$ cat src/rtl/pad_pkg.sv
// Shared definitions for the NES pad reader and the downstream button display.
package pad_pkg;

  typedef enum logic [1:0] {
    StIdle,
    StLatch,
    StRead,
    StDone
  } pad_state_e;

  // Bit positions in the button vector (pad shift order, A first)
  localparam int unsigned BTN_A      = 0;
  localparam int unsigned BTN_B      = 1;
  localparam int unsigned BTN_SELECT = 2;
  localparam int unsigned BTN_START  = 3;
  localparam int unsigned BTN_UP     = 4;
  localparam int unsigned BTN_DOWN   = 5;
  localparam int unsigned BTN_LEFT   = 6;
  localparam int unsigned BTN_RIGHT  = 7;

  // Display codes; Start deliberately has none
  localparam logic [2:0] VAL_NONE   = 3'd0;
  localparam logic [2:0] VAL_A      = 3'd1;
  localparam logic [2:0] VAL_B      = 3'd2;
  localparam logic [2:0] VAL_SELECT = 3'd3;
  localparam logic [2:0] VAL_UP     = 3'd4;
  localparam logic [2:0] VAL_DOWN   = 3'd5;
  localparam logic [2:0] VAL_LEFT   = 3'd6;
  localparam logic [2:0] VAL_RIGHT  = 3'd7;

  // Width of the shared phase/poll counter
  localparam int unsigned CntW = 16;

endpackage

$ cat src/rtl/nes_pad_reader_if.sv
// Pad-side and result-side signals of the NES pad reader.
// master: the reader; slave: the pad plus the result consumer.
interface nes_pad_reader_if;
  logic       pad_data;
  logic       pad_latch;
  logic       pad_clk;
  logic [7:0] buttons;
  logic [2:0] val;
  logic       frame_valid;

  modport master (
    input  pad_data,
    output pad_latch,
    output pad_clk,
    output buttons,
    output val,
    output frame_valid
  );

  modport slave (
    output pad_data,
    input  pad_latch,
    input  pad_clk,
    input  buttons,
    input  val,
    input  frame_valid
  );
endinterface

$ cat src/rtl/pad_sync.sv
// Two-flop synchronizer for the asynchronous pad data line.
// Resets to 1, which is the idle level (no button pressed).
module pad_sync (
  input  logic clk_i,
  input  logic rst_i,
  input  logic d_i,
  output logic q_o
);

  logic meta_q;
  logic sync_q;

  // Two-stage resynchronization into the clk_i domain
  always_ff @(posedge clk_i) begin
    if (rst_i) begin
      meta_q <= 1'b1;
      sync_q <= 1'b1;
    end else begin
      meta_q <= d_i;
      sync_q <= meta_q;
    end
  end

  assign q_o = sync_q;

endmodule

$ cat src/rtl/nes_pad_reader.sv
// NES pad serial reader: periodic latch + 8 shift clocks, registers the
// active-high button vector and its priority-encoded display code.
// Optional macro PAD_DEBOUNCE_EN: only publish a frame that matches the
// previous raw frame.
module nes_pad_reader
  import pad_pkg::*;
#(
  parameter int unsigned HALF_CYCLES = 4,
  parameter int unsigned POLL_CYCLES = 10
) (
  input  logic                    clk,
  input  logic                    rst,
  nes_pad_reader_if.master        bus
);

  localparam logic [CntW-1:0] PollLast  = CntW'(POLL_CYCLES - 1);
  localparam logic [CntW-1:0] LatchLast = CntW'(2 * HALF_CYCLES - 1);
  localparam logic [CntW-1:0] HalfLast  = CntW'(HALF_CYCLES - 1);

  pad_state_e      state_q, state_d;
  logic [CntW-1:0] cnt_q, cnt_d;
  logic            phase_q, phase_d;  // 0: pad_clk low half, 1: high half
  logic [2:0]      idx_q, idx_d;
  logic [7:0]      shift_q, shift_d;
  logic [7:0]      buttons_q, buttons_d;
  logic [2:0]      val_q, val_d;
  logic            valid_q, valid_d;
`ifdef PAD_DEBOUNCE_EN
  logic [7:0]      prev_q, prev_d;
`endif

  logic            data_sync;
  logic [2:0]      val_enc;

  pad_sync u_pad_sync (
    .clk_i (clk),
    .rst_i (rst),
    .d_i   (bus.pad_data),
    .q_o   (data_sync)
  );

  // Priority encode the completed raw frame; Start has no code
  always_comb begin
    val_enc = VAL_NONE;
    if      (shift_q[BTN_A])      val_enc = VAL_A;
    else if (shift_q[BTN_B])      val_enc = VAL_B;
    else if (shift_q[BTN_SELECT]) val_enc = VAL_SELECT;
    else if (shift_q[BTN_UP])     val_enc = VAL_UP;
    else if (shift_q[BTN_DOWN])   val_enc = VAL_DOWN;
    else if (shift_q[BTN_LEFT])   val_enc = VAL_LEFT;
    else if (shift_q[BTN_RIGHT])  val_enc = VAL_RIGHT;
  end

  // State register and datapath registers; reset wins over everything
  always_ff @(posedge clk) begin
    if (rst) begin
      state_q   <= StIdle;
      cnt_q     <= '0;
      phase_q   <= 1'b0;
      idx_q     <= '0;
      shift_q   <= '0;
      buttons_q <= '0;
      val_q     <= VAL_NONE;
      valid_q   <= 1'b0;
`ifdef PAD_DEBOUNCE_EN
      prev_q    <= '0;
`endif
    end else begin
      state_q   <= state_d;
      cnt_q     <= cnt_d;
      phase_q   <= phase_d;
      idx_q     <= idx_d;
      shift_q   <= shift_d;
      buttons_q <= buttons_d;
      val_q     <= val_d;
      valid_q   <= valid_d;
`ifdef PAD_DEBOUNCE_EN
      prev_q    <= prev_d;
`endif
    end
  end

  // Next-state logic: poll, latch, eight low/high bit slots, done
  always_comb begin
    state_d   = state_q;
    cnt_d     = cnt_q + CntW'(1);
    phase_d   = phase_q;
    idx_d     = idx_q;
    shift_d   = shift_q;
    buttons_d = buttons_q;
    val_d     = val_q;
    valid_d   = 1'b0;
`ifdef PAD_DEBOUNCE_EN
    prev_d    = prev_q;
`endif
    unique case (state_q)
      StIdle: begin
        if (cnt_q == PollLast) begin
          state_d = StLatch;
          cnt_d   = '0;
        end
      end
      StLatch: begin
        if (cnt_q == LatchLast) begin
          state_d = StRead;
          cnt_d   = '0;
          phase_d = 1'b0;
          idx_d   = '0;
        end
      end
      StRead: begin
        if (cnt_q == HalfLast) begin
          cnt_d = '0;
          if (!phase_q) begin
            // Last clock of the low half: data is active-low
            shift_d[idx_q] = ~data_sync;
            phase_d        = 1'b1;
          end else begin
            phase_d = 1'b0;
            if (idx_q == 3'd7) begin
              state_d = StDone;
              valid_d = 1'b1;
`ifdef PAD_DEBOUNCE_EN
              if (shift_q == prev_q) begin
                buttons_d = shift_q;
                val_d     = val_enc;
              end
              prev_d = shift_q;
`else
              buttons_d = shift_q;
              val_d     = val_enc;
`endif
            end else begin
              idx_d = idx_q + 3'd1;
            end
          end
        end
      end
      StDone: begin
        state_d = StIdle;
        cnt_d   = '0;
      end
      default: begin
        state_d = StIdle;
        cnt_d   = '0;
      end
    endcase
  end

  assign bus.pad_latch   = (state_q == StLatch);
  assign bus.pad_clk     = !((state_q == StRead) && !phase_q);
  assign bus.buttons     = buttons_q;
  assign bus.val         = val_q;
  assign bus.frame_valid = valid_q;

endmodule

$ cat src/flat_wrapper.sv
// flat-port wrapper written by rule: the top's interface ports become plain ports
module nes_pad_reader_flat import pad_pkg::*;
#(
  parameter int unsigned HALF_CYCLES = 4,
  parameter int unsigned POLL_CYCLES = 10
)
  (clk, rst, bus_pad_data, bus_pad_latch, bus_pad_clk, bus_buttons, bus_val, bus_frame_valid);
  nes_pad_reader_if bus_i ();
  input  logic clk;
  input  logic rst;
  input wire logic [$bits(bus_i.pad_data)-1:0] bus_pad_data;
  output wire logic [$bits(bus_i.pad_latch)-1:0] bus_pad_latch;
  output wire logic [$bits(bus_i.pad_clk)-1:0] bus_pad_clk;
  output wire logic [$bits(bus_i.buttons)-1:0] bus_buttons;
  output wire logic [$bits(bus_i.val)-1:0] bus_val;
  output wire logic [$bits(bus_i.frame_valid)-1:0] bus_frame_valid;
  assign bus_i.pad_data = bus_pad_data;
  assign bus_pad_latch = bus_i.pad_latch;
  assign bus_pad_clk = bus_i.pad_clk;
  assign bus_buttons = bus_i.buttons;
  assign bus_val = bus_i.val;
  assign bus_frame_valid = bus_i.frame_valid;
  nes_pad_reader #(.HALF_CYCLES(HALF_CYCLES), .POLL_CYCLES(POLL_CYCLES)) u_core (.clk(clk), .rst(rst), .bus(bus_i));
endmodule
$ cat config.mk
export PLATFORM = sky130hd
export DESIGN_NAME = nes_pad_reader_flat
export DESIGN_NICKNAME = d
export VERILOG_FILES = /design/src/rtl/pad_pkg.sv /design/src/rtl/nes_pad_reader_if.sv /design/src/rtl/pad_sync.sv /design/src/rtl/nes_pad_reader.sv /design/src/flat_wrapper.sv
export SDC_FILE = /design/constraint.sdc
export NUM_CORES = 1
export LEC_CHECK = 0
export BUFFER_PORTS_ARGS = -buffer_cell sky130_fd_sc_hd__buf_4
export CAP_MARGIN = 10
export CORE_UTILIZATION = 63
export DETAILED_ROUTE_END_ITERATION = 16
export PLACE_DENSITY = 0.83
export SLEW_MARGIN = 20
export SYNTH_ARGS = -nofsm -noshare
export SYNTH_HDL_FRONTEND = slang
export SYNTH_SLANG_ARGS = --single-unit
export TNS_END_PERCENT = 5
$ cat constraint.sdc
create_clock -name clk -period 3.6 [get_ports clk]
set_input_delay 0.72 -clock clk [delete_from_list [all_inputs] [get_ports clk]]
set_output_delay 0.72 -clock clk [all_outputs]
set_load 0.03 [all_outputs]
==> summary.md, run 1 <==
| Metric | Value |
|---|---|
| CP Launch Point | u_core.state_q[0] |
| FF-to-FF setup slack | 1400 ps |
| WL final | 3660 um |
| Final net count | 271 |
| Top Family by Delay on Critical Path | adder cells |
| Post-synth top flop | dfxtp_1 |
| Gr ovfl total | 0 |
| Post-layout instance area | 2260 um^2 |
| Worst-skew pair later-pin latency | 350 ps |
| Drt first pass iters | 4 |
| RSZ-0062 raised after global routing | no |
| Area Growth Syn to Fin | 8.61% |
| Leak Pwr | 0.791 nW |
| Crit-path slowest cell | ha_1 |
| CP max stage delay | 430 ps |
| Post-route insts no fill | 304 |
| Total track usage | 0.231 |
| Actual slew at the worst max-slew pin | 711 ps |
| Switching share of total power | 0.267 |
| Fin Clk Skew | 7.93 ps |
| Ant diodes | 0 |
| Final hold vios | 0 |
| Largest net degree at the start of global routing | 32 |
| Setup violators final | 0 |
| WL/cell | 12.0 um |
| Number of synthesis warnings | 0 |
| Worst vdd ir | 412 uV |
| CORE AREA | 3080 um^2 |
| Post-CTS Hold Buffers | 0 |
| Reg clk slew, reported paths | 120 ps |
| Synthesized area | 2080 um^2 |
| Netlist cell types | 41 |
| Clock power share | 0.268 |
| Sequential share of power | 0.622 |
| Critical path endpoint category | output pin |
| Worst-path cell chain | inv_1 -> ha_1 -> nand2_1 -> buf_4 |
| Type of origin of the critical path | register |
| Setup TNS | 0 ps |
| Worst reg2reg startpoint | u_core.cnt_q[0] |
| 1st-iter DRT viols | 87 |
| Num rows | 20 |
| CTS tree | done |
| CTS Buffer Depth | 2 |
| Initial antenna violation count | 0 |
| Cell count after placement | 297 |
| Post-CTS Setup Bufs | 0 |
| Layout cells sized above 1 | 0.112 |
| Die extent in y | 59.4 um |
| H-tree lvl count | 2 |
| WP data required | 2880 ps |
| Synth Instances | 248 |
| Critical path class | reg2out |
| Die Wd | 59.4 um |
| Starting density of the core | 0.675 |
| Sequential element share of the synthesized area | 0.424 |
| Via density | 5.50 |
| DP Wirelength | 2560 um |
| #FFs+latches synth | 44 |
| Final ANT Viol Nets | 0 |
| Achievable Freq | 450 MHz |
| Syn_area_per_cell | 8.37 um^2 |
| Gp weighted congestion | 0.801 |
| Final slew viol count | 0 |
| Min-delay worst type | reg2reg |
| CP Buf/Inv Count | 2 |
| Int Power | 0.603 mW |
| Pwr Density | 365 nW/um^2 |
| Critical Path Fanout Max | 14 |
| Number of port buffers | 16 |
| CTS root buffer | clkbuf_4 |
| Vias in the first global route | 1383 |
| Async SR Flop Fraction | 0 |
| Net switching power | 0.220 mW |
| Placed standard-cell area | 2210 um^2 |
| CTS Buf Count | 5 |
| CTS resizes | 0 |
| Status | finished clean |
| # DRC | 0 |
| Routed via count | 1671 |
| EDFF count, synth | 0 |
| Maxcap violations | 0 |
| First-pass GRT wire length | 6070 um |
| Slew margin rel. | 0.525 |
| Worst EP arrival | 1500 ps |
| Number of top-level pins | 17 |
| Minimum clock period | 2220 ps |
| Post-Syn Nets | 259 |
| Combinational power share | 0.110 |
| Period utilization | 0.617 |
| Die ar. | 3530 um^2 |
| Hold wc startpoint | u_core.u_pad_sync.meta_q |
| WHS | 421 ps |
| Clk sinks | 44 |
==> worst register-to-register path, stage by stage (launching register included) <==
cell and delay [ps]:
dfxtp_1 420, ha_1 270, nor2b_1 290, nand4_1 210, nor2_1 600, nor2_1 110
a211oi_1 240
==> power by group through the flow <==
stage	Sequential (mW)	Clock [mW]	Combinational, mW
floorplan	0.517	0	0.0763
global placement	0.523	0	0.0887
detailed placement	0.523	0	0.0910
CTS	0.512	0.226	0.0915
global route	0.515	0.249	0.101
finish	0.513	0.221	0.0903
==> synth_stat cells (2+ instances only) <==
library cell,instances,share of area
xor2_1,3,0.013
nor2_1,27,0.049
and3_1,3,0.0090
a21oi_1,24,0.058
ha_1,8,0.048
nand3_1,9,0.022
nor2b_1,4,0.012
nor4_4,3,0.031
dfxtp_1,44,0.42
nand2b_1,4,0.012
nand4_1,4,0.012
inv_1,8,0.014
or3_1,11,0.033
xnor2_1,11,0.046
o21ai_0,9,0.022
nor3_1,8,0.019
nand2_1,31,0.056
or2_2,2,0.0060
clkbuf_1,10,0.018
nand3b_1,4,0.014
==> sequential cells by signal, indices dropped and copies added (netlist names) <==
register and flops:
u_core.cnt_q 16, u_core.bus.frame_valid 1, u_core.u_pad_sync.meta_q 1, u_core.bus.val 3, u_core.shift_q 8, u_core.phase_q 1
u_core.u_pad_sync.q_o 1, u_core.idx_q 3, u_core.bus.buttons 8, u_core.state_q 2
==> metal layers <==
layer,track usage,share of wire
met5,0,0
met4,0.0816,0.014
met3,0.0852,0.046
met2,0.347,0.43
met1,0.304,0.51
==> worst paths after layout <==
path                      endpoint  cells past startpoint
max                    bus_pad_clk                      4
min          u_core.u_pad_sync.q_o                      1
max reg2reg      u_core.bus.val[0]                      6
min reg2reg  u_core.u_pad_sync.q_o                      1
==> stage by stage <==
stage	worst slack (ps)	utilization	power [mW]
2_1_floorplan	1590	-	0.593
3_3_place_gp	1520	0.718	0.611
3_5_place_dp	1420	0.718	0.614
4_1_cts	1360	0.733	0.830
5_1_grt	1180	0.733	0.865
6_report	1380	0.733	0.824
==> logic make-up after synthesis <==
logic type / after synthesis / share of synthesized area
xor+xnor: 14 / 0.0590
mux: 1 / 0.00482
buf+inv: 19 / 0.0349
compound gates: 44 / 0.119
flops: 44 / 0.424
simple gates: 118 / 0.310
fa+ha+maj: 8 / 0.0482
==> cell usage in the layout, fill, tap and decap left out, types with 2 or more instances in the layout <==
master    synthesis  layout
nand3b_1          4       4
a21oi_1          24      24
clkbuf_4          0       5
o21ai_0           9       9
xor2_1            3       3
nor2b_1           4       4
nand2b_1          4       4
nand2_1          31      31
nand3_1           9       9
or2_2             2       2
and3_1            3       3
nor3_1            8       8
inv_1             8       8
dfxtp_1          44      44
xnor2_1          11      11
or3_1            11      11
buf_4             0      16
nor2_1           27      27
ha_1              8       8
nand4_1           4       4
nor4_4            3       3
==> layout make-up <==
cell class                      count  area [um^2]
Clock inverter                      1         5.00
Clock buffer                        6         41.3
Sequential cell                    44          881
Multi-Input combinational cell    185         1120
Timing Repair Buffer               16          120
Tap cell                           44         55.1
Inverter                            8         30.0
Fill cell                         254          822
No activity file was read; power rests on OpenSTA's default activity.
==> run 2: changes to the inputs <==
--- a/config.mk
+++ b/config.mk
@@ -7,9 +7,9 @@
 export LEC_CHECK = 0
 export BUFFER_PORTS_ARGS = -buffer_cell sky130_fd_sc_hd__buf_4
 export CAP_MARGIN = 10
-export CORE_UTILIZATION = 63
+export CORE_UTILIZATION = 58
 export DETAILED_ROUTE_END_ITERATION = 16
-export PLACE_DENSITY = 0.83
+export PLACE_DENSITY = 0.78
 export SLEW_MARGIN = 20
 export SYNTH_ARGS = -nofsm -noshare
 export SYNTH_HDL_FRONTEND = slang
==> constraint.sdc (replaced) <==
create_clock -name clk -period 2.2 [get_ports clk]
set_input_delay 0.44 -clock clk [delete_from_list [all_inputs] [get_ports clk]]
set_output_delay 0.44 -clock clk [all_outputs]
set_load 0.03 [all_outputs]
==> run 2 against run 1 <==
Effect of this change: final cell count is 3.3% higher; flip-flop and latch count stayed put; critical endpoint is now u_core.shift_q[6]; count of clock-buffer cells in the layout is 1 lower; highest routed layer unchanged.
==> summary.md, run 2 (synthesis results as in run 1) <==
| Metric | Value |
|---|---|
| Total track usage | 0.237 |
| Sequential Area | 881 um^2 |
| FF-to-FF setup slack | 170 ps |
| CTS Buffer Depth | 2 |
| Actual slew at the worst max-slew pin | 393 ps |
| Critical path endpoint category | register |
| Number of top-level pins | 17 |
| Gr ovfl total | 0 |
| Via density | 5.54 |
| Final core utilization | 0.707 |
| Max reg flops | 16 |
| Clk sinks | 44 |
| WL final | 3980 um |
| Post-CTS Hold Buffers | 0 |
| Area occupied by multi-input gates | 1130 um^2 |
| Largest net degree at the start of global routing | 32 |
| CORE AREA | 3390 um^2 |
| Final net count | 278 |
| Drt first pass iters | 4 |
| Die extent in y | 61.8 um |
| Die ar. | 3820 um^2 |
| Initial antenna violation count | 0 |
| Period utilization | 0.922 |
| DP Wirelength | 2880 um |
| RSZ-0062 raised after global routing | no |
| Achievable Freq | 493 MHz |
| Routed via count | 1740 |
| # DRC | 0 |
| Post-layout instance area | 2390 um^2 |
| CTS tree | done |
| Most frequent cells in the layout | 44 x dfxtp_1, 31 x nand2_1, 27 x nor2_1, 24 x a21oi_1, 23 x buf_4 |
| Slew margin rel. | 0.731 |
| Die Wd | 61.8 um |
| Final slew viol count | 0 |
| Placed standard-cell area | 2260 um^2 |
| Number of port buffers | 16 |
| CTS root buffer | clkbuf_4 |
| H-tree lvl count | 2 |
| Status | finished clean |
| Maxcap violations | 0 |
| Leak Pwr | 0.867 nW |
| Final worst setup slack | 171 ps |
| Vias in the first global route | 1493 |
| Most common cell after layout, fill and taps aside | dfxtp_1 |
| Worst vdd ir | 441 uV |
| Final hold vios | 0 |
| Setup violators final | 0 |
| Min-delay worst type | in2reg |
| Setup TNS | 0 ps |
| Reg clk slew, reported paths | 140 ps |
| 1st-iter DRT viols | 99 |
| Post-place setup slack | 132 ps |
| Critical path class | reg2reg |
| Ant diodes | 0 |
| First-pass GRT wire length | 6610 um |
| Fin Clk Skew | 14.1 ps |
| Final total power | 1.74 mW |
| Gp weighted congestion | 0.800 |
| CTS Buf Count | 5 |
| Pwr Density | 726 nW/um^2 |
| Final ANT Viol Nets | 0 |
| Number of fill cells | 280 |
| Worst EP arrival | 2320 ps |
| WL/cell | 12.7 um |
| Worst-skew pair later-pin latency | 360 ps |
| Type of origin of the critical path | register |
| Num rows | 21 |
| Layout cells sized above 1 | 0.146 |
| WP data required | 2500 ps |
| Area Growth Syn to Fin | 15.3% |
| Starting density of the core | 0.613 |
| Minimum clock period | 2030 ps |
| Top reg by flops | u_core.cnt_q |
| Critical Path Fanout Max | 8 |
## run 2: repair_timing
action,4_1_cts,5_1_grt
setup buffers,0,0
gates resized for setup,0,1
setup endpoints to repair,0,2
## run 2: area by class of cell
cell class	count	area share
Tap cell	46	0.0240
Sequential cell	44	0.368
Clock buffer	5	0.0157
Inverter	8	0.0125
Multi-Input combinational cell	185	0.470
Clock inverter	3	0.0376
Timing Repair Buffer	23	0.0721
## run 2: worst max-delay path, stage by stage, from the launching register on
cell     delay, ps
dfxtp_1        430
ha_1           200
nor2b_1        210
nand4_2        190
or3b_4         460
or3_1          350
a21oi_1        130
## run 2: through the flow
step                cells  hold slack (ps)
CTS                   314              258
detailed placement    306              410
floorplan             248              389
global placement      306              393
finish                314              264
global route          314              255
## run 2: power breakdown
group	switching (mW)	internal [mW]	total [mW]
clock network	0.269	0.468	0.737
registers	0.0167	0.815	0.832
logic	0.102	0.0672	0.169
## run 2: path summary, 6_finish.rpt
| path | from | to | depth (start not counted) |
|---|---|---|---|
| worst max-delay path | u_core.cnt_q[0] | u_core.shift_q[6] | 6 |
| worst min-delay path | bus_pad_data | u_core.u_pad_sync.meta_q | 2 |
| worst max register to register | u_core.cnt_q[0] | u_core.shift_q[6] | 6 |
| worst min register to register | u_core.u_pad_sync.meta_q | u_core.u_pad_sync.q_o | 1 |
## run 2: layer usage
layer	vias to the layer above	global-route usage	routed length, um
met3	9	0.0683	157
met4	0	0.108	89
li1	893	-	-
met5	-	0	0
met1	800	0.280	1770
met2	38	0.399	1960
